--- src/rtl/decode_scoreboard_if.sv ---
// Decode/WB-side handshake bundle for decode_scoreboard.
// master: decode + WB stages; slave: the scoreboard.
interface decode_scoreboard_if;
  logic        id_valid;
  logic [4:0]  id_rs;
  logic [4:0]  id_rt;
  logic        id_uses_rs;
  logic        id_uses_rt;
  logic        id_regwrite;
  logic [4:0]  id_dest;
  logic        wb_regwrite;
  logic [4:0]  wb_dest;
  logic        flush;
  logic        id_stall;
  logic        id_issue;
  logic [31:0] pending_mask;
  logic [1:0]  inflight;
  logic        sb_error;

  modport master (
    output id_valid, id_rs, id_rt, id_uses_rs, id_uses_rt, id_regwrite, id_dest,
    output wb_regwrite, wb_dest, flush,
    input  id_stall, id_issue, pending_mask, inflight, sb_error
  );

  modport slave (
    input  id_valid, id_rs, id_rt, id_uses_rs, id_uses_rt, id_regwrite, id_dest,
    input  wb_regwrite, wb_dest, flush,
    output id_stall, id_issue, pending_mask, inflight, sb_error
  );
endinterface

--- src/rtl/decode_scoreboard.sv ---
// Register-hazard scoreboard: per-register pending counters, decode stall and issue control.
// Optional macro SB_WB_BYPASS_EN: a source retiring in WB this cycle is not treated as pending.
module decode_scoreboard #(
  parameter int unsigned CNT_W        = 2,
  parameter int unsigned MAX_INFLIGHT = 3
) (
  input  logic           clk,
  input  logic           reset,
  decode_scoreboard_if.slave sb
);

  localparam logic [CNT_W-1:0] CNT_MAX = '1;
  localparam logic [CNT_W-1:0] CNT_ONE = CNT_W'(1);
  localparam logic [1:0]       INF_MAX = 2'(MAX_INFLIGHT);

  logic [CNT_W-1:0] r_cnt [1:31];
  logic [1:0]       r_inflight;
  logic             r_err;

  logic [CNT_W-1:0] w_cnt [32];
  logic [CNT_W-1:0] w_cnt_rs, w_cnt_rt, w_cnt_dest, w_cnt_wb;
  logic             w_byp_rs, w_byp_rt;
  logic             w_haz_rs, w_haz_rt, w_full, w_stall, w_issue;
  logic             w_inc, w_wb, w_wb_err, w_dec;
  logic [31:0]      w_inc_vec, w_dec_vec, w_mask;

  // r0 is hard-wired to an empty counter so it never stalls or tracks
  always_comb begin
    w_cnt[0] = '0;
    for (int i = 1; i < 32; i++) w_cnt[i] = r_cnt[i];
  end

  assign w_cnt_rs   = w_cnt[sb.id_rs];
  assign w_cnt_rt   = w_cnt[sb.id_rt];
  assign w_cnt_dest = w_cnt[sb.id_dest];
  assign w_cnt_wb   = w_cnt[sb.wb_dest];

`ifdef SB_WB_BYPASS_EN
  // Last outstanding write retiring now: the register file forwards it to the read port
  assign w_byp_rs = sb.wb_regwrite & (sb.wb_dest == sb.id_rs) & (w_cnt_rs == CNT_ONE);
  assign w_byp_rt = sb.wb_regwrite & (sb.wb_dest == sb.id_rt) & (w_cnt_rt == CNT_ONE);
`else
  assign w_byp_rs = 1'b0;
  assign w_byp_rt = 1'b0;
`endif

  assign w_haz_rs = sb.id_uses_rs & (sb.id_rs != 5'd0) & (w_cnt_rs != '0) & ~w_byp_rs;
  assign w_haz_rt = sb.id_uses_rt & (sb.id_rt != 5'd0) & (w_cnt_rt != '0) & ~w_byp_rt;
  assign w_full   = sb.id_regwrite & (sb.id_dest != 5'd0) &
                    ((r_inflight == INF_MAX) | (w_cnt_dest == CNT_MAX));
  assign w_stall  = sb.id_valid & (w_haz_rs | w_haz_rt | w_full);
  assign w_issue  = sb.id_valid & ~w_stall;

  assign w_inc    = w_issue & sb.id_regwrite & (sb.id_dest != 5'd0);
  assign w_wb     = sb.wb_regwrite & (sb.wb_dest != 5'd0);
  // Retiring a write that was never issued is a protocol error and is dropped
  assign w_wb_err = w_wb & ((w_cnt_wb == '0) | (r_inflight == 2'd0));
  assign w_dec    = w_wb & ~w_wb_err;

  assign w_inc_vec = w_inc ? (32'd1 << sb.id_dest) : 32'd0;
  assign w_dec_vec = w_dec ? (32'd1 << sb.wb_dest) : 32'd0;

  always_ff @(posedge clk or negedge reset) begin
    if (!reset) begin
      for (int i = 1; i < 32; i++) r_cnt[i] <= '0;
    end else if (sb.flush) begin
      for (int i = 1; i < 32; i++) r_cnt[i] <= '0;
    end else begin
      for (int i = 1; i < 32; i++) begin
        if (w_inc_vec[i] && !w_dec_vec[i]) begin
          r_cnt[i] <= r_cnt[i] + CNT_ONE;
        end else if (w_dec_vec[i] && !w_inc_vec[i]) begin
          r_cnt[i] <= r_cnt[i] - CNT_ONE;
        end
      end
    end
  end

  always_ff @(posedge clk or negedge reset) begin
    if (!reset) begin
      r_inflight <= 2'd0;
    end else if (sb.flush) begin
      r_inflight <= 2'd0;
    end else if (w_inc && !w_dec) begin
      r_inflight <= r_inflight + 2'd1;
    end else if (w_dec && !w_inc) begin
      r_inflight <= r_inflight - 2'd1;
    end
  end

  // Sticky until reset; flush deliberately leaves it alone
  always_ff @(posedge clk or negedge reset) begin
    if (!reset) begin
      r_err <= 1'b0;
    end else if (w_wb_err) begin
      r_err <= 1'b1;
    end
  end

  always_comb begin
    w_mask = '0;
    for (int i = 1; i < 32; i++) w_mask[i] = (w_cnt[i] != '0);
  end

  assign sb.id_stall     = w_stall;
  assign sb.id_issue     = w_issue;
  assign sb.pending_mask = w_mask;
  assign sb.inflight     = r_inflight;
  assign sb.sb_error     = r_err;

endmodule

--- src/flat_wrapper.sv ---
// flat-port wrapper written by rule: the top's interface ports become plain ports
module decode_scoreboard_flat 
#(
  parameter int unsigned CNT_W        = 2,
  parameter int unsigned MAX_INFLIGHT = 3
)
  (clk, reset, sb_id_valid, sb_id_rs, sb_id_rt, sb_id_uses_rs, sb_id_uses_rt, sb_id_regwrite, sb_id_dest, sb_wb_regwrite, sb_wb_dest, sb_flush, sb_id_stall, sb_id_issue, sb_pending_mask, sb_inflight, sb_sb_error);
  decode_scoreboard_if sb_i ();
  input  logic clk;
  input  logic reset;
  input wire logic [$bits(sb_i.id_valid)-1:0] sb_id_valid;
  input wire logic [$bits(sb_i.id_rs)-1:0] sb_id_rs;
  input wire logic [$bits(sb_i.id_rt)-1:0] sb_id_rt;
  input wire logic [$bits(sb_i.id_uses_rs)-1:0] sb_id_uses_rs;
  input wire logic [$bits(sb_i.id_uses_rt)-1:0] sb_id_uses_rt;
  input wire logic [$bits(sb_i.id_regwrite)-1:0] sb_id_regwrite;
  input wire logic [$bits(sb_i.id_dest)-1:0] sb_id_dest;
  input wire logic [$bits(sb_i.wb_regwrite)-1:0] sb_wb_regwrite;
  input wire logic [$bits(sb_i.wb_dest)-1:0] sb_wb_dest;
  input wire logic [$bits(sb_i.flush)-1:0] sb_flush;
  output wire logic [$bits(sb_i.id_stall)-1:0] sb_id_stall;
  output wire logic [$bits(sb_i.id_issue)-1:0] sb_id_issue;
  output wire logic [$bits(sb_i.pending_mask)-1:0] sb_pending_mask;
  output wire logic [$bits(sb_i.inflight)-1:0] sb_inflight;
  output wire logic [$bits(sb_i.sb_error)-1:0] sb_sb_error;
  assign sb_i.id_valid = sb_id_valid;
  assign sb_i.id_rs = sb_id_rs;
  assign sb_i.id_rt = sb_id_rt;
  assign sb_i.id_uses_rs = sb_id_uses_rs;
  assign sb_i.id_uses_rt = sb_id_uses_rt;
  assign sb_i.id_regwrite = sb_id_regwrite;
  assign sb_i.id_dest = sb_id_dest;
  assign sb_i.wb_regwrite = sb_wb_regwrite;
  assign sb_i.wb_dest = sb_wb_dest;
  assign sb_i.flush = sb_flush;
  assign sb_id_stall = sb_i.id_stall;
  assign sb_id_issue = sb_i.id_issue;
  assign sb_pending_mask = sb_i.pending_mask;
  assign sb_inflight = sb_i.inflight;
  assign sb_sb_error = sb_i.sb_error;
  decode_scoreboard #(.CNT_W(CNT_W), .MAX_INFLIGHT(MAX_INFLIGHT)) u_core (.clk(clk), .reset(reset), .sb(sb_i));
endmodule
--- config.mk ---
export PLATFORM = sky130hd
export DESIGN_NAME = decode_scoreboard_flat
export DESIGN_NICKNAME = d
export VERILOG_FILES = /design/src/rtl/decode_scoreboard_if.sv /design/src/rtl/decode_scoreboard.sv /design/src/flat_wrapper.sv
export SDC_FILE = /design/constraint.sdc
export NUM_CORES = 1
export LEC_CHECK = 0
export CAP_MARGIN = 0
export CORE_MARGIN = 10
export CORE_UTILIZATION = 52
export DETAILED_ROUTE_END_ITERATION = 10
export PLACE_DENSITY = 0.77
export SETUP_SLACK_MARGIN = 0.15
export SLEW_MARGIN = 20
export SYNTH_ARGS = -nofsm -noshare
export SYNTH_HDL_FRONTEND = slang
export SYNTH_SLANG_ARGS = --single-unit
export TNS_END_PERCENT = 5
--- constraint.sdc ---
create_clock -name clk -period 4.5 [get_ports clk]
set_input_delay 1.125 -clock clk [delete_from_list [all_inputs] [get_ports clk]]
set_output_delay 1.125 -clock clk [all_outputs]
set_load 0.01 [all_outputs]
# ---- Word level (Yosys, flattened, before mapping)
# Cells that the tools add are included.
dict set report word_totals {
  ff_bits 65
  input_bits 28
}
dict set report classes {
  n_addsub 64
  n_lt_le_gt_ge 4
  n_eq_ne 2
  n_shift 2
  mux 80
  bitwise_logic 23
  reduce_logical 199
}
# op count
set op_table {}
lappend op_table {{two-way mux 2 bit} 73}
lappend op_table {{nonzero test 3 bit} 32}
lappend op_table {{nonzero test 2 bit} 33}
lappend op_table {{adder 2 x 1 -> 2 bit, second input constant} 32}
lappend op_table {{logical AND 1 bit} 64}
lappend op_table {{logical NOT 1 bit} 64}
lappend op_table {{two-way mux 32 bit} 2}
lappend op_table {{<< shifter 1 x 5 -> 32 bit, first input constant} 2}
lappend op_table {{subtractor 2 x 1 -> 2 bit, second input constant} 32}
lappend op_table {{two-way mux 62 bit} 1}
lappend op_table {{binary-select mux 2 bit (select 5 bit)} 4}
lappend op_table {{greater-or-equal comparator 6 bit, second input constant} 4}
lappend op_table {{NOT 5 -> 6 bit} 4}
lappend op_table {{nonzero test 5 bit} 4}
lappend op_table {{AND 1 bit} 13}
lappend op_table {{== test 2 bit, second input constant} 2}
lappend op_table {{logical NOT 2 bit} 2}
lappend op_table {{OR 1 bit} 4}
lappend op_table {{NOT 1 bit} 2}

# ---- Depth between registers and ports, before layout
dict set report depth {
  ltp_word 19
  mapped_depth 13
  mapped_depth_nobuf 9
}

# ---- Least setup slack after synthesis
# No wires, ideal clock.
dict set report synth_path {
  path_type {in2out}
  from {input port sb_id_rs[0]}
  to {output port sb_id_stall}
  arrival_ns 3.053
  setup_slack_ns 0.322
  stages 7
  cell_sequence {buf_2 -> mux4_2 -> a2111oi_0 -> or3_4 -> nor2_1 -> buf_2 -> a21oi_1}
}
dict set report synth_between {
  elab_chain_len 9
}
# item line
set synth_rtl {}
lappend synth_rtl {{start: declaration} flat_wrapper.sv:12} ;# input wire logic [$bits(sb_i.id_rs)-1:0] sb_id_rs;
lappend synth_rtl {{NOT 5 -> 6 bit (not written as such)} decode_scoreboard.sv:33} ;# assign w_cnt_rs = w_cnt[sb.id_rs];
lappend synth_rtl {{binary-select mux 2 bit (select 5 bit)} decode_scoreboard.sv:33}
lappend synth_rtl {{two-way mux 2 bit (not written as such) (2 in series)} decode_scoreboard.sv:33}
lappend synth_rtl {{nonzero test 2 bit} decode_scoreboard.sv:47} ;# assign w_haz_rs = sb.id_uses_rs & (sb.id_rs != 5'd0) & (w_cnt_rs != '0) & ~w_byp_rs;
lappend synth_rtl {{AND 1 bit *} decode_scoreboard.sv:47}
lappend synth_rtl {{OR 1 bit * (2 in series)} decode_scoreboard.sv:51} ;# assign w_stall = sb.id_valid & (w_haz_rs | w_haz_rt | w_full);
lappend synth_rtl {{AND 1 bit *} decode_scoreboard.sv:51}
lappend synth_rtl {{end: declaration} flat_wrapper.sv:21} ;# output wire logic [$bits(sb_i.id_stall)-1:0] sb_id_stall;
# Every way passes the cells marked *; elsewhere a longest branch is shown, timed or not. The select of a mux whose other input is x is not followed.

# ---- Worst setup path in the final report
dict set report layout_path {
  from {input port sb_id_rt[0]}
  to {output port sb_id_issue}
}
dict set report layout_between {
  elab_chain_len 11
}
# item line
set layout_rtl {}
lappend layout_rtl {{start: declaration} flat_wrapper.sv:13} ;# input wire logic [$bits(sb_i.id_rt)-1:0] sb_id_rt;
lappend layout_rtl {{NOT 5 -> 6 bit (not written as such)} decode_scoreboard.sv:34} ;# assign w_cnt_rt = w_cnt[sb.id_rt];
lappend layout_rtl {{binary-select mux 2 bit (select 5 bit)} decode_scoreboard.sv:34}
lappend layout_rtl {{two-way mux 2 bit (not written as such) (2 in series)} decode_scoreboard.sv:34}
lappend layout_rtl {{nonzero test 2 bit} decode_scoreboard.sv:48} ;# assign w_haz_rt = sb.id_uses_rt & (sb.id_rt != 5'd0) & (w_cnt_rt != '0) & ~w_byp_rt;
lappend layout_rtl {{AND 1 bit *} decode_scoreboard.sv:48}
lappend layout_rtl {{OR 1 bit * (2 in series)} decode_scoreboard.sv:51}
lappend layout_rtl {{AND 1 bit *} decode_scoreboard.sv:51}
lappend layout_rtl {{NOT 1 bit *} decode_scoreboard.sv:52} ;# assign w_issue = sb.id_valid & ~w_stall;
lappend layout_rtl {{AND 1 bit *} decode_scoreboard.sv:52}
lappend layout_rtl {{end: declaration} flat_wrapper.sv:22} ;# output wire logic [$bits(sb_i.id_issue)-1:0] sb_id_issue;
# Marked as above.

==> results.yml <==
clock_network:
  clockRootBuffer: "clkbuf_8"
  clock_path_buffers: 2
  cts_tree: "built"
  insertion_delay_ps: 370
  numCtsBuffers: 9
  ctsHoldBuffers: 0
  htree_levels: 3
  clk_pin_slew_ps: 70
  clock_sinks: 65
yosys:
  syn-num-nets: 741
  syn_inst: 713
  synth_edf_count: 0
  async_reset_ff_share_pct: 100.0
  syn-cell-area_sq_um: 5609
  synth_area_per_cell_sq_um: 7.867
  synth_top_area_share_pct: 29.00
  ys_warn_count: 0
  synth_ff_type: "dfrtp_1"
  yosysSeqAreaShare_pct: 29.00
  synth.distinct_cells: 60
  synth.largest_area_cell: "dfrtp_1"
  ys_seq_elements: 65
  synth_area_leaders: "dfrtp_1 29%, mux4_2 7.2%, nor2_1 5.0%"
critical_path:
  cp_cell_sequence: "dlygate4sd2_1 > buf_6 > buf_4 > mux4_2 > nand2_1 > a221oi_1 > nor3_4 > nor2_4 > buf_6 > nand2_2 > nor2_1 > buf_2"
  cp.arrival_ps: 3180
  cpMaxStageDelayCell: "a221oi_1"
  r2r_end: "u_core.r_cnt[21]"
  max_stage_delay_ps: 530
  cp_data_required_time_ps: 3380
  worst_setup_path_end_kind: "output port"
  cp_max_fo: 9
  crit_type: "in2out"
  path_buf_inv: 5
  timing.critical_path.mode_cell: "buf_6"
  path_delay_family: "buffers and inverters"
  timing.rr.start: "u_core.r_cnt[28]"
  reg2regPathDepth: 11
  worstSetupStartpointType: "input pin"
  r2r_slack_ps: 1040
timing:
  setup_violations: 0
  slew_headroom_pct: 30.37
  hold_viol: 0
  fin_hold_ws_ps: 497.1
  fin_crit_sh_pct: 95.58
  report.final.slew_viol_count: 0
  period_needed_ps: 4301
  fin_worst_skew_ps: 11.32
  max_freq_mhz: 232.5
  rsz0062_at_grt: "yes"
  worst_slew_pin_slew_ps: 1044
hold_path:
  hold_class: "reg2reg"
  min-delay-start: "u_core.sb.sb_error"
  hold_end: "u_core.sb.sb_error"
  min_delay_path_depth: 1
detailed_routing:
  viasPerCell: 6.584
  detail_route.wirelength_um: 20940
  drt_iter0_markers: 784
  drc: 0
  via_count: 6169
  ant_nets: 0
  wl_per_cell_um: 22.34
  dr.pass1.iters: 5
cells_and_area:
  insertedDiodeCount: 0
  drive_above_1_share_pct: 15.61
  layout.cells.non_filler: 937
  most-common-layout-cells: "73 x nor2_1, 65 x dfrtp_1, 52 x a21oi_1, 52 x buf_4, 51 x clkdlybuf4s50_1"
  multi_input_area_sq_um: 3661
  fill_cells: 921
  regArea_sq_um: 1627
  fin_nets: 825
  layout_commonest_cell: "nor2_1"
  syn2layout_area_growth_pct: 21.99
grt:
  antenna_found_initial: 0
  grt_usage_pct: 27.29
  grt_overflow: 0
  grt_pass1_vias: 5845
  grt_first_pass_wirelength_um: 32350
  grt_max_degree: 45
pwr:
  seqPwrFrac_pct: 44.8
  power.internal_uw: 899.6
  leakage_nw: 2.962
  switching_power_uw: 425.2
  p_comb_share_pct: 21.2
  power_switching_share_pct: 32.09
  pwr-share-clk_pct: 34.0
  power_density_nw_per_um2: 193.6
  max-vdd-ir-drop_v: 0.0001268
die:
  std_cell_rows: 37
  core_area_sq_um: 10420
  initial_core_util_pct: 53.85
  num_io_pins: 65
  die_area_sq_um: 15340
  die_height_um: 123.9
  chipWidth_um: 123.9
run_status:
  status: "complete, no violations"
placement:
  finalWeightedCongestion: 0.9825
  place_inst: 920
  hpwl_um: 15980
  io_buffers: 63
run:
  drv_cap: 0
==> routing by layer <==
metal | vias up | track usage, % | part of all wire, %
met4 | 0 | 11.57 | 3.4
met5 | - | 0 | 0
li1 | 2765 | - | -
met3 | 52 | 9.457 | 12
met1 | 2967 | 35.64 | 41
met2 | 385 | 40.23 | 44
==> power groups by stage <==
stage | logic (mW) | registers (mW) | clock network (mW)
6_report | 0.281 | 0.594 | 0.451
5_1_grt | 0.299 | 0.594 | 0.479
4_1_cts | 0.269 | 0.593 | 0.456
3_5_place_dp | 0.266 | 0.605 | 0
3_3_place_gp | 0.262 | 0.604 | 0
2_1_floorplan | 0.140 | 0.603 | 0
==> cell usage after synthesis (all sizes together), types with 4 or more instances <==
| master | instances |
|---|---|
| and2 | 11 |
| dfrtp | 65 |
| xnor2 | 16 |
| nor4 | 8 |
| nand2b | 14 |
| a211oi | 5 |
| buf | 16 |
| a31oi | 13 |
| nand4 | 14 |
| inv | 47 |
| clkbuf | 30 |
| a2111oi | 7 |
| nor3b | 4 |
| nor2 | 77 |
| xor2 | 19 |
| nand2 | 39 |
| nand3b | 12 |
| o2111ai | 21 |
| nand3 | 34 |
| mux4 | 18 |
| or3 | 11 |
| and3 | 31 |
| a21oi | 52 |
| nor3 | 53 |
| or2 | 7 |
| o21ai | 35 |
| nor2b | 15 |
==> state kept, by name, indices dropped and copies added, names as in the netlist <==
signal and flops:
u_core.r_cnt 62, u_core.sb.inflight 2, u_core.sb.sb_error 1
==> repair_timing <==
action                     CTS  global route
setup endpoints to repair    2             2
pin swaps                    1             5
gates resized for setup     30            15
setup buffers                2             0
cloned                       0             0
==> cell type report <==
class / count / share of cell area, %
Clock buffer: 11 / 2.066
Timing Repair Buffer: 119 / 15.30
Clock inverter: 4 / 0.2926
Sequential cell: 65 / 23.77
Multi-Input combinational cell: 555 / 53.50
Tap cell: 136 / 2.487
Inverter: 47 / 2.578
==> through the flow <==
stage / total power, mW / utilization (%) / TNS (ps) / cell area (sq um) / setup WS (ps)
6_report: 1.325 / 65.69 / 0 / 6843 / 199.1
5_1_grt: 1.371 / 65.69 / 0 / 6843 / 78.14
4_1_cts: 1.319 / 65.30 / 0 / 6802 / 173.4
3_5_place_dp: 0.8703 / 63.18 / -1203 / 6581 / -671.4
3_3_place_gp: 0.8665 / 63.18 / -1117 / 6581 / -567.9
2_1_floorplan: 0.7434 / - / 0 / 5609 / 321.5
==> logic make-up after synthesis <==
| group | count (synthesis) | share of synthesized area, % |
|---|---|---|
| AO/OA/AOI/OAI | 162 | 18.76 |
| XOR/XNOR | 35 | 5.465 |
| buffers and inverters | 93 | 7.138 |
| flip-flops | 65 | 29.00 |
| multiplexers | 21 | 7.763 |
| other | 1 | 0.06686 |
| AND/OR/NAND/NOR | 336 | 31.81 |
==> worst max-delay path by stage <==
stage / from / end / slack (ps) / cells after the start
after floorplan: sb_id_rs[0] / sb_id_stall / 320 / 7
after global placement: sb_id_rs[0] / sb_id_stall / -570 / 9
after detailed placement: sb_id_rs[0] / sb_id_stall / -670 / 9
after CTS: sb_id_rs[0] / sb_id_issue / 170 / 10
after global routing: sb_id_rt[0] / sb_id_issue / 80 / 12
final: sb_id_rt[0] / sb_id_issue / 200 / 12
(Power assumes the default switching activity.)
